### config.mk
export PLATFORM = sky130hd
export DESIGN_NAME = ysyx_23060240_mem_arbiter_flat
export DESIGN_NICKNAME = d
export VERILOG_FILES = /design/src/rtl/ysyx_23060240_mem_pkg.sv /design/src/rtl/ysyx_23060240_mem_arbiter_if.sv /design/src/rtl/ysyx_23060240_mem_arb_pick.sv /design/src/rtl/ysyx_23060240_mem_arbiter.sv /design/src/flat_wrapper.sv
export SDC_FILE = /design/constraint.sdc
export NUM_CORES = 1
export LEC_CHECK = 0
export CAP_MARGIN = 15
export CORE_AREA = 2 2 146 120
export DETAILED_ROUTE_END_ITERATION = 8
export DIE_AREA = 0 0 148 122
export GPL_TIMING_DRIVEN = 0
export PLACE_DENSITY = 0.57
export SYNTH_ARGS = -nofsm -noshare
export SYNTH_HDL_FRONTEND = slang
export SYNTH_SLANG_ARGS = --single-unit
### constraint.sdc
create_clock -name clk -period 3.1 [get_ports clk]
set_input_delay 0.93 -clock clk [delete_from_list [all_inputs] [get_ports clk]]
set_output_delay 0.93 -clock clk [all_outputs]
set_load 0.01 [all_outputs]
### src/rtl/ysyx_23060240_mem_pkg.sv
// Shared encodings and default widths for the IFU/LSU memory arbiter.
// MEM_ARB_RR_EN selects round-robin arbitration instead of LSU priority.
package ysyx_23060240_mem_pkg;

  localparam int ADDR_W       = 32;
  localparam int DATA_W       = 32;
  localparam int MASK_W       = 8;
  localparam int STARVE_LIMIT = 4;

  typedef enum logic [1:0] {
    ST_IDLE = 2'd0,
    ST_REQ  = 2'd1,
    ST_RESP = 2'd2
  } state_e;

  typedef enum logic [1:0] {
    OWN_NONE = 2'd0,
    OWN_IFU  = 2'd1,
    OWN_LSU  = 2'd2
  } owner_e;

  function automatic int starve_w(input int limit);
    return (limit < 1) ? 1 : $clog2(limit + 1);
  endfunction

endpackage

### src/rtl/ysyx_23060240_mem_arbiter_if.sv
// Requester and memory bundle of the arbiter.
// slave = arbiter side, master = IFU/LSU/SRAM side.
interface ysyx_23060240_mem_arbiter_if #(
  parameter int ADDR_W = 32,
  parameter int DATA_W = 32,
  parameter int MASK_W = 8
);

  logic              ifu_req_valid;
  logic              ifu_req_ready;
  logic [ADDR_W-1:0] ifu_addr;
  logic              ifu_resp_valid;
  logic [DATA_W-1:0] ifu_rdata;

  logic              lsu_req_valid;
  logic              lsu_req_ready;
  logic              lsu_wen;
  logic [ADDR_W-1:0] lsu_addr;
  logic [DATA_W-1:0] lsu_wdata;
  logic [MASK_W-1:0] lsu_wmask;
  logic              lsu_resp_valid;
  logic [DATA_W-1:0] lsu_rdata;

  logic              mem_req_valid;
  logic              mem_req_ready;
  logic              mem_wen;
  logic [ADDR_W-1:0] mem_addr;
  logic [DATA_W-1:0] mem_wdata;
  logic [MASK_W-1:0] mem_wmask;
  logic              mem_resp_valid;
  logic [DATA_W-1:0] mem_rdata;

  modport slave (
    input  ifu_req_valid, ifu_addr,
    output ifu_req_ready, ifu_resp_valid, ifu_rdata,
    input  lsu_req_valid, lsu_wen, lsu_addr,
    input  lsu_wdata, lsu_wmask,
    output lsu_req_ready, lsu_resp_valid, lsu_rdata,
    output mem_req_valid, mem_wen, mem_addr,
    output mem_wdata, mem_wmask,
    input  mem_req_ready, mem_resp_valid, mem_rdata
  );

  modport master (
    output ifu_req_valid, ifu_addr,
    input  ifu_req_ready, ifu_resp_valid, ifu_rdata,
    output lsu_req_valid, lsu_wen, lsu_addr,
    output lsu_wdata, lsu_wmask,
    input  lsu_req_ready, lsu_resp_valid, lsu_rdata,
    input  mem_req_valid, mem_wen, mem_addr,
    input  mem_wdata, mem_wmask,
    output mem_req_ready, mem_resp_valid, mem_rdata
  );

endinterface

### src/rtl/ysyx_23060240_mem_arb_pick.sv
// Pure grant decision between IFU and LSU.
// MEM_ARB_RR_EN: round-robin; otherwise LSU priority with starvation escape.
module ysyx_23060240_mem_arb_pick
  import ysyx_23060240_mem_pkg::*;
#(
  parameter int STARVE_LIMIT = 4,
  parameter int STARVE_W     = 3
) (
  input  logic                ifu_valid_i,
  input  logic                lsu_valid_i,
  input  owner_e              last_i,
  input  logic [STARVE_W-1:0] starve_i,
  output logic                grant_ifu_o,
  output logic                grant_lsu_o
);

  localparam logic [STARVE_W-1:0] LIMIT = STARVE_W'(STARVE_LIMIT);

  logic prefer_ifu;

`ifdef MEM_ARB_RR_EN
  assign prefer_ifu = (last_i == OWN_LSU);
  wire unused_starve = ^starve_i;
`else
  assign prefer_ifu = (starve_i == LIMIT);
  wire unused_last = ^last_i;
`endif

  always_comb begin
    grant_ifu_o = 1'b0;
    grant_lsu_o = 1'b0;
    unique case (1'b1)
      ifu_valid_i && !lsu_valid_i:               grant_ifu_o = 1'b1;
      lsu_valid_i && !ifu_valid_i:               grant_lsu_o = 1'b1;
      ifu_valid_i && lsu_valid_i && prefer_ifu:  grant_ifu_o = 1'b1;
      ifu_valid_i && lsu_valid_i && !prefer_ifu: grant_lsu_o = 1'b1;
      default: ;
    endcase
  end

endmodule

### src/rtl/ysyx_23060240_mem_arbiter.sv
// Single-outstanding IFU/LSU arbiter in front of the shared SRAM port.
// Define MEM_ARB_RR_EN for round-robin; default is LSU priority + starvation cap.
module ysyx_23060240_mem_arbiter
  import ysyx_23060240_mem_pkg::*;
#(
  parameter int ADDR_W       = ysyx_23060240_mem_pkg::ADDR_W,
  parameter int DATA_W       = ysyx_23060240_mem_pkg::DATA_W,
  parameter int MASK_W       = ysyx_23060240_mem_pkg::MASK_W,
  parameter int STARVE_LIMIT = ysyx_23060240_mem_pkg::STARVE_LIMIT
) (
  input logic                        clk,
  input logic                        rst_n,
  ysyx_23060240_mem_arbiter_if.slave bus
);

  localparam int SW = starve_w(STARVE_LIMIT);
  localparam logic [SW-1:0] LIMIT = SW'(STARVE_LIMIT);

  state_e            state_q,  state_d;
  owner_e            owner_q,  owner_d;
  owner_e            last_q,   last_d;
  logic [SW-1:0]     starve_q, starve_d;
  logic              wen_q,    wen_d;
  logic [ADDR_W-1:0] addr_q,   addr_d;
  logic [DATA_W-1:0] wdata_q,  wdata_d;
  logic [MASK_W-1:0] wmask_q,  wmask_d;

  logic grant_ifu;
  logic grant_lsu;
  logic ifu_ready;
  logic lsu_ready;
  logic ifu_resp;
  logic lsu_resp;

  ysyx_23060240_mem_arb_pick #(
    .STARVE_LIMIT (STARVE_LIMIT),
    .STARVE_W     (SW)
  ) u_pick (
    .ifu_valid_i (bus.ifu_req_valid),
    .lsu_valid_i (bus.lsu_req_valid),
    .last_i      (last_q),
    .starve_i    (starve_q),
    .grant_ifu_o (grant_ifu),
    .grant_lsu_o (grant_lsu)
  );

  always_comb begin
    state_d   = state_q;
    owner_d   = owner_q;
    last_d    = last_q;
    starve_d  = starve_q;
    wen_d     = wen_q;
    addr_d    = addr_q;
    wdata_d   = wdata_q;
    wmask_d   = wmask_q;
    ifu_ready = 1'b0;
    lsu_ready = 1'b0;
    ifu_resp  = 1'b0;
    lsu_resp  = 1'b0;
    unique case (state_q)
      ST_IDLE: begin
        if (grant_lsu) begin
          lsu_ready = 1'b1;
          owner_d   = OWN_LSU;
          last_d    = OWN_LSU;
          wen_d     = bus.lsu_wen;
          addr_d    = bus.lsu_addr;
          wdata_d   = bus.lsu_wdata;
          wmask_d   = bus.lsu_wmask;
          state_d   = ST_REQ;
          if (!bus.ifu_req_valid) begin
            starve_d = '0;
          end else if (starve_q != LIMIT) begin
            starve_d = starve_q + 1'b1;
          end
        end else if (grant_ifu) begin
          ifu_ready = 1'b1;
          owner_d   = OWN_IFU;
          last_d    = OWN_IFU;
          wen_d     = 1'b0;
          addr_d    = bus.ifu_addr;
          wdata_d   = '0;
          wmask_d   = '0;
          starve_d  = '0;
          state_d   = ST_REQ;
        end
      end
      ST_REQ: begin
        if (bus.mem_req_ready) state_d = ST_RESP;
      end
      ST_RESP: begin
        if (bus.mem_resp_valid) begin
          ifu_resp = (owner_q == OWN_IFU);
          lsu_resp = (owner_q == OWN_LSU);
          owner_d  = OWN_NONE;
          state_d  = ST_IDLE;
        end
      end
      default: state_d = ST_IDLE;
    endcase
`ifdef MEM_ARB_RR_EN
    starve_d = '0;
`endif
  end

  always_ff @(posedge clk or negedge rst_n) begin
    if (!rst_n) begin
      state_q  <= ST_IDLE;
      owner_q  <= OWN_NONE;
      last_q   <= OWN_NONE;
      starve_q <= '0;
      wen_q    <= 1'b0;
      addr_q   <= '0;
      wdata_q  <= '0;
      wmask_q  <= '0;
    end else begin
      state_q  <= state_d;
      owner_q  <= owner_d;
      last_q   <= last_d;
      starve_q <= starve_d;
      wen_q    <= wen_d;
      addr_q   <= addr_d;
      wdata_q  <= wdata_d;
      wmask_q  <= wmask_d;
    end
  end

  assign bus.ifu_req_ready  = ifu_ready;
  assign bus.lsu_req_ready  = lsu_ready;
  assign bus.ifu_resp_valid = ifu_resp;
  assign bus.lsu_resp_valid = lsu_resp;
  assign bus.ifu_rdata      = ifu_resp ? bus.mem_rdata : '0;
  // Stores are acknowledged with zero data, whatever the memory drives.
  assign bus.lsu_rdata      = (lsu_resp && !wen_q) ? bus.mem_rdata : '0;

  assign bus.mem_req_valid  = (state_q == ST_REQ);
  assign bus.mem_wen        = wen_q;
  assign bus.mem_addr       = addr_q;
  assign bus.mem_wdata      = wdata_q;
  assign bus.mem_wmask      = wmask_q;

endmodule

### src/flat_wrapper.sv
// flat-port wrapper written by rule: the top's interface ports become plain ports
module ysyx_23060240_mem_arbiter_flat import ysyx_23060240_mem_pkg::*;
#(
  parameter int ADDR_W       = ysyx_23060240_mem_pkg::ADDR_W,
  parameter int DATA_W       = ysyx_23060240_mem_pkg::DATA_W,
  parameter int MASK_W       = ysyx_23060240_mem_pkg::MASK_W,
  parameter int STARVE_LIMIT = ysyx_23060240_mem_pkg::STARVE_LIMIT
)
  (clk, rst_n, bus_ifu_req_valid, bus_ifu_addr, bus_ifu_req_ready, bus_ifu_resp_valid, bus_ifu_rdata, bus_lsu_req_valid, bus_lsu_wen, bus_lsu_addr, bus_lsu_wdata, bus_lsu_wmask, bus_lsu_req_ready, bus_lsu_resp_valid, bus_lsu_rdata, bus_mem_req_valid, bus_mem_wen, bus_mem_addr, bus_mem_wdata, bus_mem_wmask, bus_mem_req_ready, bus_mem_resp_valid, bus_mem_rdata);
  ysyx_23060240_mem_arbiter_if #(.ADDR_W(ADDR_W), .DATA_W(DATA_W), .MASK_W(MASK_W)) bus_i ();
  input logic clk;
  input logic rst_n;
  input wire logic [$bits(bus_i.ifu_req_valid)-1:0] bus_ifu_req_valid;
  input wire logic [$bits(bus_i.ifu_addr)-1:0] bus_ifu_addr;
  output wire logic [$bits(bus_i.ifu_req_ready)-1:0] bus_ifu_req_ready;
  output wire logic [$bits(bus_i.ifu_resp_valid)-1:0] bus_ifu_resp_valid;
  output wire logic [$bits(bus_i.ifu_rdata)-1:0] bus_ifu_rdata;
  input wire logic [$bits(bus_i.lsu_req_valid)-1:0] bus_lsu_req_valid;
  input wire logic [$bits(bus_i.lsu_wen)-1:0] bus_lsu_wen;
  input wire logic [$bits(bus_i.lsu_addr)-1:0] bus_lsu_addr;
  input wire logic [$bits(bus_i.lsu_wdata)-1:0] bus_lsu_wdata;
  input wire logic [$bits(bus_i.lsu_wmask)-1:0] bus_lsu_wmask;
  output wire logic [$bits(bus_i.lsu_req_ready)-1:0] bus_lsu_req_ready;
  output wire logic [$bits(bus_i.lsu_resp_valid)-1:0] bus_lsu_resp_valid;
  output wire logic [$bits(bus_i.lsu_rdata)-1:0] bus_lsu_rdata;
  output wire logic [$bits(bus_i.mem_req_valid)-1:0] bus_mem_req_valid;
  output wire logic [$bits(bus_i.mem_wen)-1:0] bus_mem_wen;
  output wire logic [$bits(bus_i.mem_addr)-1:0] bus_mem_addr;
  output wire logic [$bits(bus_i.mem_wdata)-1:0] bus_mem_wdata;
  output wire logic [$bits(bus_i.mem_wmask)-1:0] bus_mem_wmask;
  input wire logic [$bits(bus_i.mem_req_ready)-1:0] bus_mem_req_ready;
  input wire logic [$bits(bus_i.mem_resp_valid)-1:0] bus_mem_resp_valid;
  input wire logic [$bits(bus_i.mem_rdata)-1:0] bus_mem_rdata;
  assign bus_i.ifu_req_valid = bus_ifu_req_valid;
  assign bus_i.ifu_addr = bus_ifu_addr;
  assign bus_ifu_req_ready = bus_i.ifu_req_ready;
  assign bus_ifu_resp_valid = bus_i.ifu_resp_valid;
  assign bus_ifu_rdata = bus_i.ifu_rdata;
  assign bus_i.lsu_req_valid = bus_lsu_req_valid;
  assign bus_i.lsu_wen = bus_lsu_wen;
  assign bus_i.lsu_addr = bus_lsu_addr;
  assign bus_i.lsu_wdata = bus_lsu_wdata;
  assign bus_i.lsu_wmask = bus_lsu_wmask;
  assign bus_lsu_req_ready = bus_i.lsu_req_ready;
  assign bus_lsu_resp_valid = bus_i.lsu_resp_valid;
  assign bus_lsu_rdata = bus_i.lsu_rdata;
  assign bus_mem_req_valid = bus_i.mem_req_valid;
  assign bus_mem_wen = bus_i.mem_wen;
  assign bus_mem_addr = bus_i.mem_addr;
  assign bus_mem_wdata = bus_i.mem_wdata;
  assign bus_mem_wmask = bus_i.mem_wmask;
  assign bus_i.mem_req_ready = bus_mem_req_ready;
  assign bus_i.mem_resp_valid = bus_mem_resp_valid;
  assign bus_i.mem_rdata = bus_mem_rdata;
  ysyx_23060240_mem_arbiter #(.ADDR_W(ADDR_W), .DATA_W(DATA_W), .MASK_W(MASK_W), .STARVE_LIMIT(STARVE_LIMIT)) u_core (.clk(clk), .rst_n(rst_n), .bus(bus_i));
endmodule
After elaboration in Yosys (flattened, before gate mapping)
Cells that the tools add are included.
{"block": "classes", "add_sub_neg": 1, "n_mul": 0, "div": 0, "n_lt_le_gt_ge": 0, "n_eq_ne": 10, "n_shift": 0, "mux": 32, "bitwise": 0, "n_reduce_logical": 19}
{"cell": "2-to-1 mux 32 bit", "n": 6}
{"cell": "2-to-1 mux 8 bit", "n": 2}
{"cell": "2-to-1 mux 1 bit", "n": 13}
{"cell": "2-to-1 mux 3 bit", "n": 4}
{"cell": "2-to-1 mux 2 bit", "n": 5}
{"cell": "AND reduction 3 bit", "n": 3}
{"cell": "logical AND 1 bit", "n": 6}
{"cell": "!= test 3 bit (second input constant)", "n": 2}
{"cell": "case mux 2 bit (3 select lines)", "n": 1}
{"cell": "== test 2 x 1 -> 1 bit (second input constant)", "n": 2}
{"cell": "== test 2 bit (second input constant)", "n": 2}
{"cell": "zero test 1 bit", "n": 4}
{"cell": "case mux 2 bit (2 select lines)", "n": 1}
{"cell": "nonzero test 2 bit", "n": 2}
{"cell": "OR reduction 2 bit", "n": 2}
{"cell": "adder 3 x 1 -> 3 bit (second input constant)", "n": 1}
{"cell": "== test 3 bit (second input constant)", "n": 1}
{"cell": "!= test 3 x 1 -> 1 bit (second input constant)", "n": 1}
{"cell": "zero test 2 bit", "n": 1}
{"cell": "!= test 2 x 1 -> 1 bit (second input constant)", "n": 1}
{"cell": "!= test 2 bit (second input constant)", "n": 1}
{"cell": "AND reduction 2 bit", "n": 1}
{"block": "totals", "regBits": 80, "latchBits": 0, "ram_bits": 0, "romBits": 0, "in_bits": 143, "out_inout_bits": 142, "wordCells": 69, "n_memories": 0}

Logic depth before layout (Yosys ltp)
Gate-level depths: netlist of the first run.
{"block": "logic_depth", "ltp_word": 7, "ltp_mapped": 7, "ltp_nobuf": 5}

By module
Synthesis of the first run repeated with hierarchy kept, for this count alone.
{"block": "hier_totals", "hier_cells": 359, "hier_area_um2": 3970.1}
{"module": "ysyx_23060240_mem_arbiter", "instances": 1, "cells_each": 355, "area_per_inst_um2": 3945.0, "seq_area_each_um2": 2052.0}
{"module": "ysyx_23060240_mem_arb_pick", "instances": 1, "cells_each": 4, "area_per_inst_um2": 25.0, "seq_area_each_um2": 0.0}

Least setup slack after synthesis of the first run
Ideal clock, no wire load.
{"block": "synth_path", "path_kind": "input-to-output", "from": "input bus_mem_resp_valid", "to": "output bus_ifu_rdata[10]", "arrival_ns": 1.762, "t_required_ns": 2.170, "path_slack_ns": 0.408, "cell_stages": 4, "n_path_buf": 1, "path_cell_list": "nand3b_1 nor3b_2 buf_2 and2_1"}
{"block": "synth_between", "elab_chain_len": 3}
{"element": "start: declaration", "line": "flat_wrapper.sv:32", "text": "input wire logic [$bits(bus_i.mem_resp_valid)-1:0] bus_mem_resp_valid;"}
{"element": "2-to-1 mux 1 bit", "line": "ysyx_23060240_mem_arbiter.sv:92", "text": "if (bus.mem_resp_valid) begin"}
{"element": "2-to-1 mux 1 bit", "line": "ysyx_23060240_mem_arbiter.sv:60", "text": "unique case (state_q)"}
{"element": "named net bus_ifu_resp_valid", "line": "flat_wrapper.sv:16", "text": "output wire logic [$bits(bus_i.ifu_resp_valid)-1:0] bus_ifu_resp_valid;"}
{"element": "2-to-1 mux 32 bit", "line": "ysyx_23060240_mem_arbiter.sv:132", "text": "assign bus.ifu_rdata = ifu_resp ? bus.mem_rdata : '0;"}
{"element": "end: declaration", "line": "flat_wrapper.sv:17", "text": "output wire logic [$bits(bus_i.ifu_rdata)-1:0] bus_ifu_rdata;"}
The timed path passes the listed nets, and every way through them passes these cells.

Worst setup path after layout of the first run
{"block": "layout_path", "from": "input bus_mem_resp_valid", "to": "output bus_ifu_rdata[0]"}
{"block": "layout_between", "elab_chain_len": 3}
{"element": "2-to-1 mux 1 bit", "line": "ysyx_23060240_mem_arbiter.sv:92"}
{"element": "2-to-1 mux 1 bit", "line": "ysyx_23060240_mem_arbiter.sv:60"}
{"element": "2-to-1 mux 32 bit", "line": "ysyx_23060240_mem_arbiter.sv:132"}
No other way between the ends.

==> metrics.txt, run 1 <==
status=finished, final reports clean; DRT Wirelength=between 15 and 20 mm; GRT Total Usage=0.1622; Layout fillers=about 1600; Non-Filler Instances=approximately 850; Buffers on Ports=approximately 280; initial antenna violation count=2; fin worst setup slack=134.3 ps; Reg2Reg Depth=7; total CTS buffers=9; Yosys top cell area share=0.5321; FP Rows=43; GPL Wtd Cong=~0.86; total number of vias=3883; Crit. End Element=output port; die area=between 0.015 and 0.02 mm2; CTS tree=built; Hold Buf Count CTS=0; CP arrival=between 2000 and 2500 ps; Worst Path Max Fanout=7; I/O Pins=about 290; Clock Sink Count=80; syn_nets=between 400 and 500; reg2reg end=u_core.bus.mem_addr[21]; fraction of layout instances using a drive strength above 1=0.1910; placed cell count=between 800 and 900; Register Area=between 0.002 and 0.0025 mm2; footprint of the multi-input gates=0.001610 mm2; Congestion Overflow GR=0; slew margin rel.=0.6669; CTS clock-pin slew for the worst setup and hold paths=around 60 ps; DR DRC count=0; most frequent cells in the layout=clkdlybuf4s50_1, dfrtp_1, and2_1; Layout Skew=~4.4 ps; pin count of the biggest net entering global routing=56; R2R Setup Slk=1320 ps; Core Region=about 0.017 mm2; Vias/cell=between 4 and 5; Post-DP HPWL=around 11 mm; Worst-Skew Late Latency=between 300 and 400 ps; CP startpoint kind=primary input; Area growth syn-to-layout=90.22%; Period Utilization, post-route=0.9567; Ant. Diodes=0; Synth Instances=312; starting density of the core=0.2241; H-tree Lvls=3; Max Clock Freq=0.3372 GHz; RSZ-0062 raised after global routing=false; reg2reg start=u_core.starve_q[0]; PnR Total Power=approximately 0.0055 W; max cap viols=0; pre-CTS setup slack=-1066 ps; Tmin final=~3000 ps; die width=between 100 and 150 um; leakage=about 3.2 nW; synthesized area=0.003762 mm2; PwrDens=roughly 780 mW/mm2; post-synthesis sequential area ratio=0.5321; Worst Path Class, Setup=primary input to output port; Req. time, crit path=2170 ps; Yosys top cell by area=dfrtp_1; VDD IR max=302.9 uV; Synth cell types=33; Ys Warns=0; initial DRC count=roughly 110; first-pass GRT wire length=between 20 and 25 mm; ANT nets after route=0; final hold vios=0; worst hold path class=primary input to asynchronous set/reset pin; Die Y=~120 um; worst-margin pin slew=between 400 and 500 ps; nets=roughly 760; top post-synthesis cells by area=dfrtp_1, and2_1, a22o_1, a221o_1, and4_1; Pre-Repair DR Iteration Count=4; Clock Tree Root=clkbuf_16; Post-Syn Area per Cell=between 10 and 15 um2; post-route setup TNS=0 ps; final setup fails=0; #FFs+latches synth=80; DR WL/cell=17.78 um; most common cell after layout, fill and taps aside=clkdlybuf4s50_1; vias in the first global route=4012; Slew Viols, Final=0; clk buf depth=2
[layer usage]
metal	up-vias	track usage	wire, um
li1	1801	-	-
met1	1878	0.1947	6020
met2	177	0.2769	7508
met3	25	0.04944	1202
met4	2	0.05714	337
met5	-	0	12
[flip-flops by register name, indices dropped and copies added, names as in the netlist]
signal                flops
u_core.starve_q           3
u_core.state_q            2
u_core.bus.mem_wdata     32
u_core.bus.mem_addr      32
u_core.owner_q            2
u_core.bus.mem_wen        1
u_core.bus.mem_wmask      8
[worst max-delay path, cell delays in order]
cell	delay, ps
clkbuf_2	90
nand3b_1	80
buf_6	150
nor3b_4	190
buf_6	180
clkbuf_8	150
and2_1	130
buf_2	140
[cell families after synthesis]
| kind of cell | share of synthesized area |
|---|---|
| AO/OA/AOI/OAI | 0.2088 |
| adder cells (fa/ha/maj) | 0.006650 |
| buffers and inverters | 0.04722 |
| flip-flops | 0.5321 |
| AND/OR/NAND/NOR | 0.2052 |
[synth_stat cells]
| cell type | n |
|---|---|
| nor2_1 | 2 |
| nor2_2 | 1 |
| o21ai_2 | 1 |
| nand2b_1 | 2 |
| clkbuf_2 | 2 |
| nor3b_2 | 1 |
| inv_2 | 1 |
| nor3b_1 | 1 |
| nand3_1 | 1 |
| nand2_2 | 1 |
| o2bb2ai_1 | 1 |
| nand3b_1 | 1 |
| buf_4 | 1 |
| a31o_2 | 2 |
| dfrtp_1 | 80 |
| a221o_1 | 28 |
| a22o_1 | 43 |
| clkbuf_1 | 18 |
| and2_1 | 64 |
| nor3_2 | 1 |
| buf_6 | 3 |
| a32o_1 | 1 |
| o21ai_0 | 1 |
| buf_2 | 8 |
| and4_1 | 32 |
| ha_1 | 2 |
| a221o_2 | 4 |
| and3_1 | 1 |
| a31oi_1 | 1 |
| inv_1 | 4 |
| nand2_1 | 1 |
| a2111oi_4 | 1 |
| nor2b_1 | 1 |
[metrics by stage]
stage | hold WS [ps] | area (um2) | util
finish | 499.9 | 7157 | 0.4264
global route | 517.4 | 7157 | 0.4264
CTS | 501.2 | 7237 | 0.4311
detailed placement | 484.1 | 6902 | 0.4112
global placement | 485.0 | 6877 | 0.4097
floorplan | 486.0 | 3762 | -
[timing repair]
item,4_1_cts,5_1_grt
setup buffers,7,0
gates cloned,4,0
resized for setup,218,37
pin swaps,3,0
setup endpoints to repair,68,64
[area by class of cell]
class                           instances  area share
Tap cell                              225     0.03934
Timing Repair Buffer                  295      0.3794
Buffer                                 32     0.03217
Multi-Input combinational cell        195      0.2250
Clock buffer                           11     0.03392
Clock inverter                          5    0.007867
Sequential cell                        80      0.2797
Inverter                                5    0.002622
[power by group]
| group | leakage [nW] | switching (W) | internal (W) |
|---|---|---|---|
| clock | 0.145 | 0.000424 | 0.000644 |
| combinational | 2.05 | 0.00114 | 0.00153 |
| sequential | 1.01 | 0.000304 | 0.00151 |
[worst max path at each step]
stage | startpoint | to | slack [ps]
final | bus_mem_resp_valid | bus_ifu_rdata[0] | 130
after global routing | bus_mem_resp_valid | bus_lsu_rdata[11] | 20
after CTS | bus_ifu_req_valid | bus_lsu_req_ready | 10
after detailed placement | bus_mem_resp_valid | bus_lsu_rdata[24] | -1070
after global placement | rst_n | u_core.bus.mem_addr[4] | -1910
after floorplan | bus_mem_resp_valid | bus_ifu_rdata[10] | 410
Note: power is estimated with default switching activity, not from simulation.
==> run 2: changes to the inputs <==
--- a/config.mk
+++ b/config.mk
@@ -5,12 +5,13 @@
 export SDC_FILE = /design/constraint.sdc
 export NUM_CORES = 1
 export LEC_CHECK = 0
+export ABC_AREA = 1
 export CAP_MARGIN = 15
-export CORE_AREA = 2 2 146 120
+export CORE_AREA = 2 2 150 122
 export DETAILED_ROUTE_END_ITERATION = 8
-export DIE_AREA = 0 0 148 122
+export DIE_AREA = 0 0 152 124
 export GPL_TIMING_DRIVEN = 0
-export PLACE_DENSITY = 0.57
+export PLACE_DENSITY = 0.56
 export SYNTH_ARGS = -nofsm -noshare
 export SYNTH_HDL_FRONTEND = slang
 export SYNTH_SLANG_ARGS = --single-unit
==> run 2 against run 1 <==
  * Critical path depth is the same
  * Clock-buffer cell count shrank 2
  * Sequential power shrank 2%
  * Worst hold slack lost 21 ps
  * Combinational power grew 5%
  * Critical path type unchanged
==> metrics.txt, run 2 <==
initial antenna violation count=0 (-2); post-route setup TNS=0 ps (unchanged); Yosys top cell area share=0.5091 (-0.02302); PnR Total Power=0.005596 W (+0.86%); syn_nets=660 (+44%); Pre-Repair DR Iteration Count=4 (unchanged); Ant. Diodes=0 (unchanged); Tmin final=3040 ps (+73.94 ps); Crit. End Element=output port; worst hold path class=flip-flop to flip-flop; CP Capture Point=bus_ifu_rdata[23]; die width=152 um (+2.7%); Main synth FF type=dfrtp_1; ANT nets after route=0 (unchanged); Period Utilization, post-route=0.9805 (+0.02385); Die Y=124 um (+1.6%); fin area=0.007380 mm2 (+3.1%); I/O Pins=285 (unchanged); Vias/cell=4.230 (-7.6%); async set-reset flop share out of synthesis=1.000 (unchanged); leakage=3.678 nW (+15%); Post-Syn Area per Cell=7.636 um2 (-37%); status=finished, final reports clean; CTS tree=built; PwrDens=758.3 mW/mm2 (-2.2%); Synth Instances=515 (+65%); synthesized area=0.003933 mm2 (+4.5%); Ys Warns=0 (unchanged); final setup fails=0 (unchanged); top post-synthesis cells by area=dfrtp_1, nand2_1, nand3_1, nor2_1, nand4_1; max cap viols=0 (unchanged); final core occ=0.4273 (+0.0009410); total number of vias=4441 (+14%); nets=965 (+26%); Worst Path Class, Setup=primary input to output port; Yosys top cell by area=dfrtp_1; Post-DP HPWL=12.36 mm (+8.3%); Clock Sink Count=80 (unchanged); Post-synth EDFFs=0 (unchanged); total CTS buffers=9 (unchanged); R2R Setup Slk=1490 ps (+170 ps); initial DRC count=153 (+37%); Slew Viols, Final=0 (unchanged); Commonest cells post-synth=nand2_1, dfrtp_1, nor2_1; most common cell in the netlist=nand2_1; #FFs+latches synth=80 (unchanged); Congestion Overflow GR=0 (unchanged); DRT Wirelength=15.99 mm (+6.0%); GPL Wtd Cong=0.7926 (-7.3%); Req. time, crit path=2170 ps (about the same); Layout Skew=7.237 ps (+2.884 ps); DR DRC count=0 (unchanged); worst-margin pin slew=521.9 ps (+22.22 ps); pre-CTS setup slack=-749.8 ps (+315.9 ps); post-synthesis sequential area ratio=0.5091 (-0.02302); Clock Tree Root=clkbuf_16; Buffers on Ports=283 (unchanged); H-tree Lvls=3 (unchanged); Max Clock Freq=0.3290 GHz (-2.4%); VDD IR max=373.7 uV (+23%); most common cell after layout, fill and taps aside=clkdlybuf4s50_1; starting density of the core=0.2277 (+0.003569); Area growth syn-to-layout=87.66%; slew margin rel.=0.6521 (-0.01481); Hold Buf Count CTS=0 (unchanged); first-pass GRT wire length=24.67 mm (+9.0%); Placed Area=0.007072 mm2 (+2.5%); final hold vios=0 (unchanged); crit path from=bus_mem_resp_valid; DR WL/cell=15.22 um (-14%); GRT Total Usage=0.1688 (+0.006633); CTS clock-pin slew for the worst setup and hold paths=70 ps (about the same); reg2reg start=u_core.starve_q[0]; Reg2Reg Depth=9 (+2); clk buf depth=2 (unchanged); Synth cell types=21 (-36%); FP Rows=43 (unchanged); Worst Path Max Fanout=3 (-4); fraction of layout instances using a drive strength above 1=0.1042 (-0.08677); Worst-Skew Late Latency=340 ps (about the same); vias in the first global route=4424 (+10%); pin count of the biggest net entering global routing=45 (-20%); die area=0.01885 mm2 (+4.4%); CP arrival=2110 ps (+70 ps); Core Region=0.01727 mm2 (+2.9%); fin worst setup slack=60.33 ps (-73.94 ps); CP startpoint kind=primary input; RSZ-0062 raised after global routing=false; most frequent cells in the layout=clkdlybuf4s50_1, nand2_1, dfrtp_1; reg2reg end=u_core.bus.mem_wdata[10]
## run 2: critical path, stage by stage
cell and delay (ps):
dlygate4sd2_1 240, nand2_2 80, inv_2 100, nand3_4 110
buf_4 160, buf_4 130, nor2_1 80, dlygate4sd2_1 280
## run 2: how the worst min path moves through the flow
stage,from,depth (start not counted),endpoint
2_1_floorplan,u_core.starve_q[1],2,u_core.starve_q[1]
3_3_place_gp,u_core.bus.mem_wdata[31],2,u_core.bus.mem_wdata[31]
3_5_place_dp,u_core.bus.mem_wdata[2],2,u_core.bus.mem_wdata[2]
4_1_cts,u_core.bus.mem_wdata[2],2,u_core.bus.mem_wdata[2]
5_1_grt,u_core.bus.mem_wdata[9],2,u_core.bus.mem_wdata[9]
6_report,u_core.bus.mem_wdata[12],2,u_core.bus.mem_wdata[12]
## run 2: cell type report
| type | instances | area [um2] |
|---|---|---|
| well taps | 225 | 281.5 |
| plain buffers | 34 | 217.7 |
| clock inverters | 7 | 56.30 |
| clock buffers | 9 | 225.2 |
| multi-input cells | 355 | 1608 |
| flip-flops and latches | 80 | 2002 |
| fillers | 1805 | 9891 |
| inverters | 46 | 172.7 |
| repair buffers | 294 | 2816 |
## run 2: kinds of logic after synthesis
kind of cell             synth area share
AND/OR/NAND/NOR                    0.3878
AO/OA/AOI/OAI                    0.006998
adder cells (fa/ha/maj)          0.006362
flip-flops                         0.5091
buffers and inverters             0.08972
## run 2: repair_timing
item,CTS,global route
cloned,1,0
endpoints found under the setup margin,68,31
buffers inserted,9,0
pin swaps,3,0
resized for setup,103,41
## run 2: report_power, final
group / internal [W] / switching (W) / total, W
sequential: 0.00152 / 0.000266 / 0.00178
clock: 0.000548 / 0.000470 / 0.00102
combinational: 0.00139 / 0.00140 / 0.00280
total: 0.00346 / 0.00214 / 0.00560
## run 2: per-layer routing
layer | GRT usage | part of all wire
met5 | 0 | 0
met4 | 0.03505 | 0.0062
met3 | 0.06402 | 0.086
met2 | 0.2945 | 0.49
met1 | 0.2008 | 0.42
## run 2: per-stage QoR
step           cells  hold WS, ps
6_report        1050        478.4
5_1_grt         1050        497.3
4_1_cts         1050        482.5
3_5_place_dp    1024        464.4
3_3_place_gp    1023        463.6
2_1_floorplan    515        484.1
